$ cat src/rtl/uart_encoder.sv
// ---------------------------------------------------------------------------
// uart_encoder
//   Packs game events into short byte frames for a UART TX FIFO.
//   Each frame is one header byte (bit7 = 0) followed by 0..4 data bytes
//   (bit7 = 1). A receiver can always resync on the next byte with bit7 = 0.
//
//   Frames (header first):
//     CONNECT : 0x1A                                    (periodic heartbeat)
//     KEEPER  : 0x20, hi(pos), lo(pos)
//     SHOT    : 0x30, hi(x), lo(x), hi(y), lo(y)
//     SCORE   : {0,100,0,score_player}
//   where hi(v) = {11, v[11:6]} and lo(v) = {10, v[5:0]}.
//
//   Every source has its own pending flag; repeated requests coalesce.
//   Pending frames go out in the order SHOT > SCORE > KEEPER > CONNECT,
//   back to back, one byte per cycle whenever the FIFO is not full.
//
// Ports
//   clk           system clock, rising edge
//   rst           asynchronous active-low reset
//   link_enable   enables the heartbeat (CONNECT) generator
//   send_keeper   1-cycle request for a KEEPER frame
//   send_shot     1-cycle request for a SHOT frame
//   send_score    1-cycle request for a SCORE frame
//   keeper_pos    goalkeeper x position (12 bit)
//   shot_xpos     shot x position (12 bit)
//   shot_ypos     shot y position (12 bit)
//   score_player  local score (3 bit)
//   tx_full       UART TX FIFO full flag
//   w_data        byte presented to the FIFO (registered)
//   wr_uart       FIFO write strobe (combinational)
//   busy          high while a frame is in progress
// ---------------------------------------------------------------------------
module uart_encoder #(
  parameter int HEARTBEAT_CYCLES = 6_500_000
) (
  input  logic        clk,
  input  logic        rst,
  input  logic        link_enable,
  input  logic        send_keeper,
  input  logic        send_shot,
  input  logic        send_score,
  input  logic [11:0] keeper_pos,
  input  logic [11:0] shot_xpos,
  input  logic [11:0] shot_ypos,
  input  logic [2:0]  score_player,
  input  logic        tx_full,
  output logic [7:0]  w_data,
  output logic        wr_uart,
  output logic        busy
);

  localparam logic [0:0] IDLE = 1'b0;
  localparam logic [0:0] SEND = 1'b1;

  localparam int              HB_W    = (HEARTBEAT_CYCLES > 1) ? $clog2(HEARTBEAT_CYCLES) : 1;
  localparam logic [HB_W-1:0] HB_LAST = HB_W'(HEARTBEAT_CYCLES - 1);

  localparam logic [7:0] HDR_CONNECT = 8'h1A;
  localparam logic [7:0] HDR_KEEPER  = 8'h20;
  localparam logic [7:0] HDR_SHOT    = 8'h30;

  // Data byte carrying the upper / lower six bits of a 12-bit coordinate.
  function automatic logic [7:0] hi_byte(input logic [11:0] v);
    return {2'b11, v[11:6]};
  endfunction

  function automatic logic [7:0] lo_byte(input logic [11:0] v);
    return {2'b10, v[5:0]};
  endfunction

  // Control state
  logic [0:0]      r_state;
  logic [2:0]      r_idx;
  logic [7:0]      r_data;
  logic            r_pend_conn;
  logic            r_pend_keep;
  logic            r_pend_shot;
  logic            r_pend_score;
  logic [HB_W-1:0] r_hb_cnt;

  // Snapshot of the frame being sent
  logic [7:0]      r_bytes [5];
  logic [2:0]      r_len;

  // Combinational helpers
  logic            w_hb_wrap;
  logic            w_any_pend;
  logic            w_wr;
  logic            w_last;
  logic            w_launch;
  logic [2:0]      w_idx_next;
  logic            w_sel_conn;
  logic            w_sel_keep;
  logic            w_sel_shot;
  logic            w_sel_score;
  logic [7:0]      w_next_bytes [5];
  logic [2:0]      w_next_len;

  assign w_hb_wrap  = link_enable && (r_hb_cnt == HB_LAST);
  assign w_any_pend = r_pend_conn || r_pend_keep || r_pend_shot || r_pend_score;
  assign w_wr       = (r_state == SEND) && !tx_full;
  assign w_last     = (r_idx == (r_len - 3'd1));
  assign w_idx_next = r_idx + 3'd1;

  // A new frame starts either from IDLE or straight after the last byte of
  // the current one, so consecutive frames leave no idle cycle between them.
  assign w_launch   = w_any_pend && ((r_state == IDLE) || (w_wr && w_last));

  // Pick the highest-priority pending source and build its frame from the
  // live inputs; the result is only captured on a launch edge.
  // NOTE: every always_comb output gets a default first so no path can
  // leave it unassigned and infer a latch.
  always_comb begin
    w_sel_conn   = 1'b0;
    w_sel_keep   = 1'b0;
    w_sel_shot   = 1'b0;
    w_sel_score  = 1'b0;
    w_next_bytes = '{default: 8'h00};
    w_next_len   = 3'd1;
    if (r_pend_shot) begin
      w_sel_shot      = 1'b1;
      w_next_bytes[0] = HDR_SHOT;
      w_next_bytes[1] = hi_byte(shot_xpos);
      w_next_bytes[2] = lo_byte(shot_xpos);
      w_next_bytes[3] = hi_byte(shot_ypos);
      w_next_bytes[4] = lo_byte(shot_ypos);
      w_next_len      = 3'd5;
    end else if (r_pend_score) begin
      w_sel_score     = 1'b1;
      w_next_bytes[0] = {4'b0100, 1'b0, score_player};
    end else if (r_pend_keep) begin
      w_sel_keep      = 1'b1;
      w_next_bytes[0] = HDR_KEEPER;
      w_next_bytes[1] = hi_byte(keeper_pos);
      w_next_bytes[2] = lo_byte(keeper_pos);
      w_next_len      = 3'd3;
    end else begin
      w_sel_conn      = r_pend_conn;
      w_next_bytes[0] = HDR_CONNECT;
    end
  end

  // Frame sequencer, pending flags and heartbeat counter.
  // NOTE: sequential state is written with non-blocking assignments so every
  // register samples the pre-edge values of the others.
  always_ff @(posedge clk or negedge rst) begin
    if (!rst) begin
      r_state      <= IDLE;
      r_idx        <= 3'd0;
      r_data       <= 8'h00;
      r_pend_conn  <= 1'b0;
      r_pend_keep  <= 1'b0;
      r_pend_shot  <= 1'b0;
      r_pend_score <= 1'b0;
      r_hb_cnt     <= '0;
    end else begin
      if (w_launch) begin
        r_state <= SEND;
        r_idx   <= 3'd0;
        r_data  <= w_next_bytes[0];
      end else if (w_wr) begin
        if (w_last) begin
          r_state <= IDLE;
          r_idx   <= 3'd0;
        end else begin
          r_idx   <= w_idx_next;
          r_data  <= r_bytes[w_idx_next];
        end
      end

      // A request sampled on the very edge its flag is consumed re-arms the
      // flag, so exactly one further frame follows.
      r_pend_shot  <= (r_pend_shot  && !(w_launch && w_sel_shot))  || send_shot;
      r_pend_score <= (r_pend_score && !(w_launch && w_sel_score)) || send_score;
      r_pend_keep  <= (r_pend_keep  && !(w_launch && w_sel_keep))  || send_keeper;
      r_pend_conn  <= (r_pend_conn  && !(w_launch && w_sel_conn))  || w_hb_wrap;

      if (!link_enable || w_hb_wrap) begin
        r_hb_cnt <= '0;
      end else begin
        r_hb_cnt <= r_hb_cnt + HB_W'(1);
      end
    end
  end

  // NOTE: the frame snapshot is pure datapath and is left out of reset; it is
  // only read in SEND, which is always entered through a launch that loads it.
  always_ff @(posedge clk) begin
    if (w_launch) begin
      r_bytes <= w_next_bytes;
      r_len   <= w_next_len;
    end
  end

  assign w_data  = r_data;
  assign wr_uart = w_wr;
  assign busy    = (r_state == SEND);

endmodule

$ cat config.mk
export PLATFORM = sky130hd
export DESIGN_NAME = uart_encoder
export DESIGN_NICKNAME = d
export VERILOG_FILES = /design/src/rtl/uart_encoder.sv
export SDC_FILE = /design/constraint.sdc
export NUM_CORES = 1
export LEC_CHECK = 0
export CORE_MARGIN = 1
export CORE_UTILIZATION = 55
export CTS_CLUSTER_DIAMETER = 100
export DETAILED_ROUTE_END_ITERATION = 10
export PLACE_DENSITY = 0.81
export SLEW_MARGIN = 20
export SYNTH_ARGS = -nofsm -noshare
export SYNTH_HDL_FRONTEND = slang
export SYNTH_SLANG_ARGS = --single-unit
$ cat constraint.sdc
create_clock -name clk -period 5.45 [get_ports clk]
set_input_delay 0.545 -clock clk [delete_from_list [all_inputs] [get_ports clk]]
set_output_delay 0.545 -clock clk [all_outputs]
set_load 0.01 [all_outputs]
==> run metrics <==
status=completed; setup ws final=2737 ps; post-synthesis sequential area ratio=56.06%; average cell area after synthesis=11.41 um2; GRT Total Usage=23.37%; Post-synth EDFFs=35; largest area contributor in the netlist=edfxtp_1; DIE HEIGHT=83.09 um; FMAX=368.6 MHz; # H-tree levels=3; WS Path Type=reg2reg; Mapped Nets=365; CTS tree=yes; largest family of logic cells by synthesized area=simple AND/OR/NAND/NOR gates; max-cap violation count=0; Syn. warnings=0; Adder-Cell Fraction of Synth Area=0.6920%; drt total wl=7.622 mm; nature of the critical path endpoint=register; Rows=29; reg2reg path depth=5; drt first pass iters=4; ys flop type=dfrtp_1; GRT Residual Overflow=0; Critical Path AT=2920 ps; die width=83.09 um; vias in the first global route=2576; Yosys reg bits=74; placed insts=435; Cell Chain, Critical Path=ha_1 > xor2_1 > mux2_2 > a211oi_1 > mux2i_1; vias per cell=5.920; mux cell area share after synthesis=5.294%; root buf cell=clkbuf_8; endpoints failing hold=0; R2R Setup Slk=2740 ps; Post-CTS Setup Bufs=0; Die ar.=6903 um2; Vias=2670; post-synthesis async set-or-reset flop share=52.70%; Core Region=6350 um2; CTS Buf Count=9; layout cells sized above 1=9.893%; critical path's slowest cell=dfrtp_1; Worst-path clk slew=80 ps; antenna fix cells=0; Tcrit/Tclk final=49.78%; first-pass GRT wire length=12.59 mm; final-report setup violation count=0; clk_lat worst skew=350 ps; GP Congestion=0.8279; Post-CTS Resized=0; Cells after Synth=317; initial antenna violation count=0; Yosys top cell area share=29.07%; worst-path fanout max=24; Sink Count=74; Yosys cell types=52; Required @ worst endpoint=5660 ps; IO Pins=56; worst-margin pin slew=1037 ps; Place WS=2802 ps; xor/xnor cell area share of the yosys netlist=3.875%; Power Dens Cells=387.3 nW/um2; compound-cell area share of the yosys netlist=12.84%; Initial DRC Count=125; RSZ-0062 raised after global routing=no; Peak VDD IR=0.4375 mV; post-route cell area=4453 um2; Synth Area in Simple Gates=18.48%; Synth area leaders=edfxtp_1 (29%), dfrtp_1 (27%), a22o_1 (3.1%); drt drc=0; slowest stage delay, CP=950 ps; final worst path period need=2713 ps; I/O Buffers=55; Max transition margin=30.90%; initial core utilization=56.95%; final net count=417; worst clock skew=6.125 ps; WL/cell=16.90 um; Max clock buf depth=2; ANT nets after route=0; final std cells w/o fill=451; Util after Layout=70.13%; setup tns final=0 ps; # hold bufs at CTS=0; max-slew violations=0; largest net degree at the start of global routing=40; leakage power figure=1.631 nW; crit start category=register; cell area after synthesis=3616 um2; dpl hpwl=5.141 mm; Cell Area, Placed=4228 um2; worst min-delay path category=in2async; Layout area overhead=23.15%
[cell usage in the layout (no fill, tap or decap), types with 5 or more instances in the layout]
cell | netlist | final
nor2_1 | 22 | 21
or4_1 | 5 | 5
and2_1 | 16 | 16
a21oi_1 | 14 | 14
or3_1 | 5 | 5
mux2i_1 | 9 | 9
nand4_1 | 9 | 9
clkbuf_8 | 0 | 9
nand3_1 | 10 | 10
edfxtp_1 | 35 | 35
dfrtp_1 | 39 | 39
o31ai_1 | 7 | 5
clkdlybuf4s50_1 | 0 | 54
xnor2_1 | 9 | 9
xor2_1 | 7 | 7
a22o_1 | 13 | 13
and3_1 | 6 | 6
o21ai_0 | 10 | 10
inv_1 | 7 | 7
nand2_1 | 18 | 18
[power breakdown]
part / internal (mW) / switching, mW / total (mW) / leakage (nW)
sequential: 0.677 / 0.0832 / 0.761 / 0.819
combinational: 0.251 / 0.248 / 0.499 / 0.709
clock: 0.257 / 0.208 / 0.465 / 0.103
total: 1.18 / 0.540 / 1.72 / 1.63
[logic make-up after synthesis]
| logic type | Yosys count |
|---|---|
| and+or+nand+nor | 119 |
| DFF | 74 |
| AOI/OAI and AO/OA | 67 |
| buffers and inverters | 24 |
| xor gates and xnor gates | 16 |
| muxes | 15 |
| adders and majority gates | 2 |
[critical path, delay by kind of cell (launching register included)]
family / cells / cell delay (ps)
AO/OA/AOI/OAI: 1 / 190
adder cells (fa/ha/maj): 1 / 350
multiplexers: 2 / 510
flip-flops: 1 / 950
XOR/XNOR: 1 / 570
[per-stage QoR]
| stage | hold slack (ps) | power, mW |
|---|---|---|
| floorplan | 249.4 | 1.075 |
| global placement | 476.7 | 1.238 |
| detailed placement | 483.8 | 1.259 |
| CTS | 332.6 | 1.725 |
| global route | 375.4 | 1.804 |
| finish | 311.0 | 1.724 |
[path summary, 6_finish.rpt]
check / startpoint / endpoint
setup / recovery: r_idx[0] / w_data[5]
hold / removal: rst / w_data[6]
setup reg to reg: r_idx[0] / w_data[5]
hold reg to reg: r_hb_cnt[0] / r_hb_cnt[0]
max in group asynchronous: rst / r_hb_cnt[9]
min in group clk: r_hb_cnt[0] / r_hb_cnt[0]
[layout make-up]
class                           count  area [um2]
Sequential cell                    74        2027
Fill cell                         463        1897
Multi-Input combinational cell    219        1519
Timing Repair Buffer               58       568.0
Clock buffer                        9       123.9
Tap cell                           77       96.34
Clock inverter                      7       92.59
Inverter                            7       26.28
[Yosys cell counts, types with 3 or more instances]
master / instances
clkbuf_1: 14
a21oi_1: 14
nor2b_1: 4
mux4_2: 3
dfrtp_1: 39
mux2_2: 3
o31ai_1: 7
a22oi_1: 3
nand2_1: 18
a211oi_1: 3
nor3_1: 3
nand4_1: 9
or4_1: 5
or3_1: 5
nor2_1: 22
and3_1: 6
nand3_1: 10
edfxtp_1: 35
nand2b_1: 4
inv_1: 7
mux2i_1: 9
o21ai_0: 10
nor4_1: 3
a22o_1: 13
xnor2_1: 9
a21o_1: 3
and2_1: 16
xor2_1: 7
[flip-flops by register name, indices dropped and copies added (netlist names)]
signal / flops
r_bytes: 33
r_hb_cnt: 23
w_data: 8
r_idx: 3
r_len: 2
busy: 1
r_pend_conn: 1
r_pend_keep: 1
r_pend_score: 1
r_pend_shot: 1
[layer usage]
metal,share of wire [%],track usage [%],vias to the layer above
met3,4.4,4.672,8
li1,-,-,1290
met4,1.0,8.621,0
met5,0,0,-
met1,46,33.13,1289
met2,49,35.99,83
Note: power is estimated with default switching activity, not from simulation.
